## src/rtl/edic_ram_pkg.sv

```systemverilog
// Shared types for the RAM arbiter slice.
// Holds the arbiter FSM states and port indices.
`timescale 1ns/1ps
package edic_ram_pkg;

  typedef enum logic [1:0] {
    IDLE,
    ADDR,
    ACCESS,
    RESP
  } ram_arb_state_e;

  localparam logic PORT_CPU = 1'b0;
  localparam logic PORT_LD  = 1'b1;

endpackage

```

## src/rtl/rr_arb2.sv

```systemverilog
// Two-way grant logic: round-robin or fixed CPU priority.
// ptr holds the index of the port granted last.
`timescale 1ns/1ps
module rr_arb2 #(
  parameter int FIXED_PRIO = 0
) (
  input  logic [1:0] req,
  input  logic       ptr,
  output logic [1:0] gnt
);

  // One-hot grant; on contention pick by mode
  always_comb begin
    gnt = req;
    if (req == 2'b11) begin
      if (FIXED_PRIO != 0) begin
        gnt = 2'b01;
      end else begin
        gnt = ptr ? 2'b01 : 2'b10;
      end
    end
  end

endmodule

```

## src/rtl/ram_arbiter.sv

```systemverilog
// Shares the single-port program/data RAM between CPU and loader.
// Sequences address load, then read or write, then a one-cycle ack.
`timescale 1ns/1ps
module ram_arbiter #(
  parameter int ADDR_W     = 8,
  parameter int DATA_W     = 8,
  parameter int FIXED_PRIO = 0
) (
  input  logic              i_clk,
  input  logic              i_nReset,
  input  logic              i_cpuReq,
  input  logic              i_cpuWe,
  input  logic              i_cpuSel,
  input  logic [ADDR_W-1:0] i_cpuAddr,
  input  logic [DATA_W-1:0] i_cpuWData,
  output logic              o_cpuAck,
  output logic [DATA_W-1:0] o_cpuRData,
  input  logic              i_ldReq,
  input  logic              i_ldWe,
  input  logic              i_ldSel,
  input  logic [ADDR_W-1:0] i_ldAddr,
  input  logic [DATA_W-1:0] i_ldWData,
  output logic              o_ldAck,
  output logic [DATA_W-1:0] o_ldRData,
  output logic [ADDR_W-1:0] o_ramAddress,
  output logic              o_ramAddressEn,
  output logic [DATA_W-1:0] o_ramWriteData,
  output logic              o_ramWriteEn,
  output logic              o_ramSelect,
  output logic              o_ramOutEnable,
  input  logic [DATA_W-1:0] i_ramReadData
);

  import edic_ram_pkg::*;

  ram_arb_state_e state_q, state_d;

  logic              g_port;
  logic              g_we;
  logic              g_sel;
  logic [ADDR_W-1:0] g_addr;
  logic [DATA_W-1:0] g_wdata;
  logic [ADDR_W-1:0] last_addr;
  logic              addr_valid;
  logic              rr_ptr;
  logic [DATA_W-1:0] rdata_q;

  logic [1:0]        req;
  logic [1:0]        gnt;
  logic              win;
  logic [ADDR_W-1:0] win_addr;
  logic              hit;
  logic              take;
  logic              acc;
  logic              resp;
  logic [DATA_W-1:0] rsp_data;

  assign req      = {i_ldReq, i_cpuReq};
  assign win      = gnt[1];
  assign win_addr = win ? i_ldAddr : i_cpuAddr;
  assign hit      = addr_valid && (win_addr == last_addr);
  assign take     = (state_q == IDLE) && (|req);

  rr_arb2 #(
    .FIXED_PRIO(FIXED_PRIO)
  ) u_arb (
    .req(req),
    .ptr(rr_ptr),
    .gnt(gnt)
  );

  // State register
  always_ff @(posedge i_clk or negedge i_nReset) begin
    if (!i_nReset) state_q <= IDLE;
    else           state_q <= state_d;
  end

  // Next state: skip address load on a hit
  always_comb begin
    state_d = state_q;
    unique case (state_q)
      IDLE:    if (|req) state_d = hit ? ACCESS : ADDR;
      ADDR:    state_d = ACCESS;
      ACCESS:  state_d = RESP;
      RESP:    state_d = IDLE;
      default: state_d = IDLE;
    endcase
  end

  // Grant register and round-robin pointer, loaded only in IDLE
  always_ff @(posedge i_clk or negedge i_nReset) begin
    if (!i_nReset) begin
      g_port  <= PORT_CPU;
      g_we    <= 1'b0;
      g_sel   <= 1'b0;
      g_addr  <= '0;
      g_wdata <= '0;
      rr_ptr  <= PORT_LD;
    end else if (take) begin
      g_port  <= win;
      g_we    <= win ? i_ldWe    : i_cpuWe;
      g_sel   <= win ? i_ldSel   : i_cpuSel;
      g_addr  <= win_addr;
      g_wdata <= win ? i_ldWData : i_cpuWData;
      rr_ptr  <= win;
    end
  end

  // Track what the RAM address register holds
  always_ff @(posedge i_clk or negedge i_nReset) begin
    if (!i_nReset) begin
      last_addr  <= '0;
      addr_valid <= 1'b0;
    end else if (state_q == ADDR) begin
      last_addr  <= g_addr;
      addr_valid <= 1'b1;
    end
  end

  // Capture read data at the end of ACCESS
  always_ff @(posedge i_clk or negedge i_nReset) begin
    if (!i_nReset)                       rdata_q <= '0;
    else if (state_q == ACCESS && !g_we) rdata_q <= i_ramReadData;
  end

  assign acc  = (state_q == ACCESS);
  assign resp = (state_q == RESP);

  assign o_ramAddressEn = (state_q == ADDR);
  assign o_ramAddress   = o_ramAddressEn ? g_addr : '0;
  assign o_ramSelect    = acc ? g_sel : 1'b0;
  assign o_ramWriteEn   = acc & g_we;
  assign o_ramWriteData = o_ramWriteEn ? g_wdata : '0;
  assign o_ramOutEnable = acc & ~g_we;

  assign rsp_data   = g_we ? '0 : rdata_q;
  assign o_cpuAck   = resp & (g_port == PORT_CPU);
  assign o_ldAck    = resp & (g_port == PORT_LD);
  assign o_cpuRData = o_cpuAck ? rsp_data : '0;
  assign o_ldRData  = o_ldAck  ? rsp_data : '0;

endmodule
```

## config.mk

```make
export PLATFORM = sky130hd
export DESIGN_NAME = ram_arbiter
export DESIGN_NICKNAME = d
export VERILOG_FILES = /design/src/rtl/edic_ram_pkg.sv /design/src/rtl/rr_arb2.sv /design/src/rtl/ram_arbiter.sv
export SDC_FILE = /design/constraint.sdc
export NUM_CORES = 1
export LEC_CHECK = 0
export CAP_MARGIN = 40
export CORE_MARGIN = 10
export CORE_UTILIZATION = 42
export DETAILED_ROUTE_END_ITERATION = 10
export GPL_ROUTABILITY_DRIVEN = 0
export PLACE_DENSITY = 0.91
export SYNTH_ARGS = -nofsm -noshare
export SYNTH_HDL_FRONTEND = slang
export SYNTH_HIERARCHICAL = 1
export SYNTH_SLANG_ARGS = --single-unit
```

## constraint.sdc

```tcl
create_clock -name i_clk -period 2.05 [get_ports i_clk]
set_clock_uncertainty 0.05 [all_clocks]
set_input_delay 0.41 -clock i_clk [delete_from_list [all_inputs] [get_ports i_clk]]
set_output_delay 0.41 -clock i_clk [all_outputs]
set_load 0.005 [all_outputs]
```

==> impl_metrics.ini <==
[status]
status = complete, but fails checks
violations = negative setup slack

[cells_and_area]
area_growth_pct = 59.9
fillers = 331
num_antenna_cells = 0
drive_gt1_share_pct = 26.9
instances_no_fill = 355
finalNetCount = 352

[clocking]
cts_sinks = 39
htreeDepth = 2
cts_buffer_depth = 2
cts_hold_buf = 0
clock-root-buffer = clkbuf_8
clk_latency_ns = 0.29
clkTransAtPathRegs_ns = 0.07
tritoncts = yes
numCtsBuffers = 5

[floorplan]
core_sq_um = 4690
die_h_microns = 89.4
die_w_microns = 89.4
die-area_sq_um = 7990
initial_core_util_pct = 43.1
ios = 86
rows = 25

[setup_path]
arrival_ns = 1.60
critPathRequiredTime_ns = 1.59
slowest_stage = dfrtp_1
critPathTopFamily = buffers and inverters
r2r_end = state_q[0]$_DFFE_PN0P_
slowest_delay_ns = 0.43
criticalPathCategory = register to output pin
crit_top_cell = buf_4
reg2reg_depth = 8
crit_chain = buf_4 -> ha_4 -> buf_4 -> and2_1 -> dlygate4sd2_1
r2r_slack_ns = 0.14
critPathLaunchType = register
path_max_fanout = 8
r2r_start = rr_ptr$_DFFE_PN1P_
cp-end-kind = output pin
cp.buffers_inverters = 3

[logic_synthesis]
synth_warnings = 6
synthesis.nets = 243
syn_area_per_cell_sq_um = 10.6
postSynthCellCount = 191
synth_area_sq_um = 2020

[sta]
tns_ns = -0.0127
max_freq_mhz = 486
fin_crit_ns = 2.06
fin_crit_sh_pct = 100
setup_viol = 3
rsz0062_at_grt = yes
drv_slew = 0
fin_ws_ns = -0.00935
tightestPinTransition_ns = 0.540
hold_viol = 0
slew_headroom_pct = 64.0

[global_route]
grt_antenna_before_repair = 0
grt_pass1_vias = 1899
grt_pass1_wl_mm = 9.46
grt_usage_pct = 15.1
overflow = 0
grt_max_degree = 26

[routing]
drc = 0
wl_per_cell_microns = 17.3
num_vias = 1782
ant_nets = 0
dr.first_iter.drc_count = 40
wirelength_mm = 6.13
drt-vias-per-instance = 5.02
firstDrtPassIters = 4

[placed_design]
port_buffers = 85
hpwl_mm = 4.50
dp.cells = 336
dp_slack_ns = -0.311

[power_and_ir_drop]
p_leak_nw = 1.59
power.density_nw_per_um2 = 1180
peakVddDrop_mv = 0.548

[job]
drv_cap = 0

[worst_hold_path]
holdCritPathClass = primary input to async pin
-- registers in the layout, summed over array words and instances, names as in the netlist --
name and count:
g_addr 8, g_wdata 8, addr_valid 1, g_we 1, state_q 2, rdata_q 8
g_sel 1, g_port 1, rr_ptr 1, last_addr 8
-- cells in the final DEF, fill, tap and decap left out, types with 2 or more instances in the layout --
cell,instances
dlymetal6s2s_1,3
clkbuf_1,2
dlygate4sd2_1,18
clkdlybuf4s50_1,44
clkdlybuf4s15_1,7
nand2_1,24
dfrtp_1,38
nor3_1,2
xnor2_1,7
ha_4,2
o21ai_0,16
mux2i_2,3
and2_1,23
buf_2,6
o21ai_1,3
and3_1,8
mux2_1,4
mux2_2,12
clkbuf_8,5
buf_6,5
and2_4,4
buf_4,24
clkbuf_2,6
mux2i_4,2
mux2i_1,13
-- worst reg2reg max path: stages (launching register included) --
cell	delay, ns
dfstp_2	0.56
a21boi_4	0.06
buf_6	0.15
buf_4	0.14
mux2i_2	0.21
xnor2_1	0.09
nor3_1	0.20
nand3_1	0.16
o211a_1	0.18
-- per-layer routing --
layer / global-route usage [%] / wire length (microns) / up-vias
met5: 0 / 0 / -
met4: 4.91 / 77 / 0
met3: 3.74 / 320 / 7
met2: 27.4 / 3250 / 61
met1: 16.8 / 2480 / 849
li1: - / - / 865
-- how the worst max path moves through the flow --
| stage | cells past startpoint | slack, ns | startpoint | endpoint |
|---|---|---|---|---|
| after floorplan | 5 | 0.28 | state_q[1]$_DFFE_PN0P_ | o_ramAddress[0] |
| after global placement | 8 | -0.26 | i_ldReq | state_q[0]$_DFFE_PN0P_ |
| after detailed placement | 8 | -0.31 | i_ldReq | state_q[0]$_DFFE_PN0P_ |
| after CTS | 4 | -0.02 | state_q[0]$_DFFE_PN0P_ | o_ldAck |
| after global routing | 5 | -0.07 | state_q[0]$_DFFE_PN0P_ | o_ramOutEnable |
| final | 5 | -0.009 | state_q[0]$_DFFE_PN0P_ | o_ramAddress[1] |
-- repair_timing --
| action | 4_1_cts | 5_1_grt |
|---|---|---|
| buffers inserted | 10 | 1 |
| gates resized for setup | 77 | 29 |
| pin swaps | 3 | 5 |
| cloned | 0 | 0 |
| setup endpoints to repair | 38 | 28 |
-- power by group --
part,internal (mW),leakage (nW),total (mW),switching (mW)
Sequential,1.15,0.471,1.41,0.257
Combinational,1.08,1.08,1.91,0.830
Clock,0.239,0.0422,0.485,0.247
-- stage by stage --
stage	instance area (sq um)	power [mW]	hold slack [ns]	util, %
CTS	3190	3.73	0.0579	67.9
finish	3230	3.80	0.0473	68.9
detailed placement	3020	3.15	0.368	64.3
floorplan	2020	2.31	0.0644	-
global placement	3020	3.07	0.357	64.3
global route	3230	4.10	0.0849	68.9
-- area by class of cell --
type | count | area (sq um) | share of cell area [%]
clock buffer | 7 | 76.3 | 2.36
clock inverter | 1 | 5.00 | 0.155
inverter | 2 | 7.51 | 0.232
multi-input combinational | 139 | 1100 | 33.9
sequential | 39 | 977 | 30.2
tap | 54 | 67.6 | 2.09
timing repair buffer | 113 | 1000 | 31.0
No activity file was read; power rests on OpenSTA's default activity.
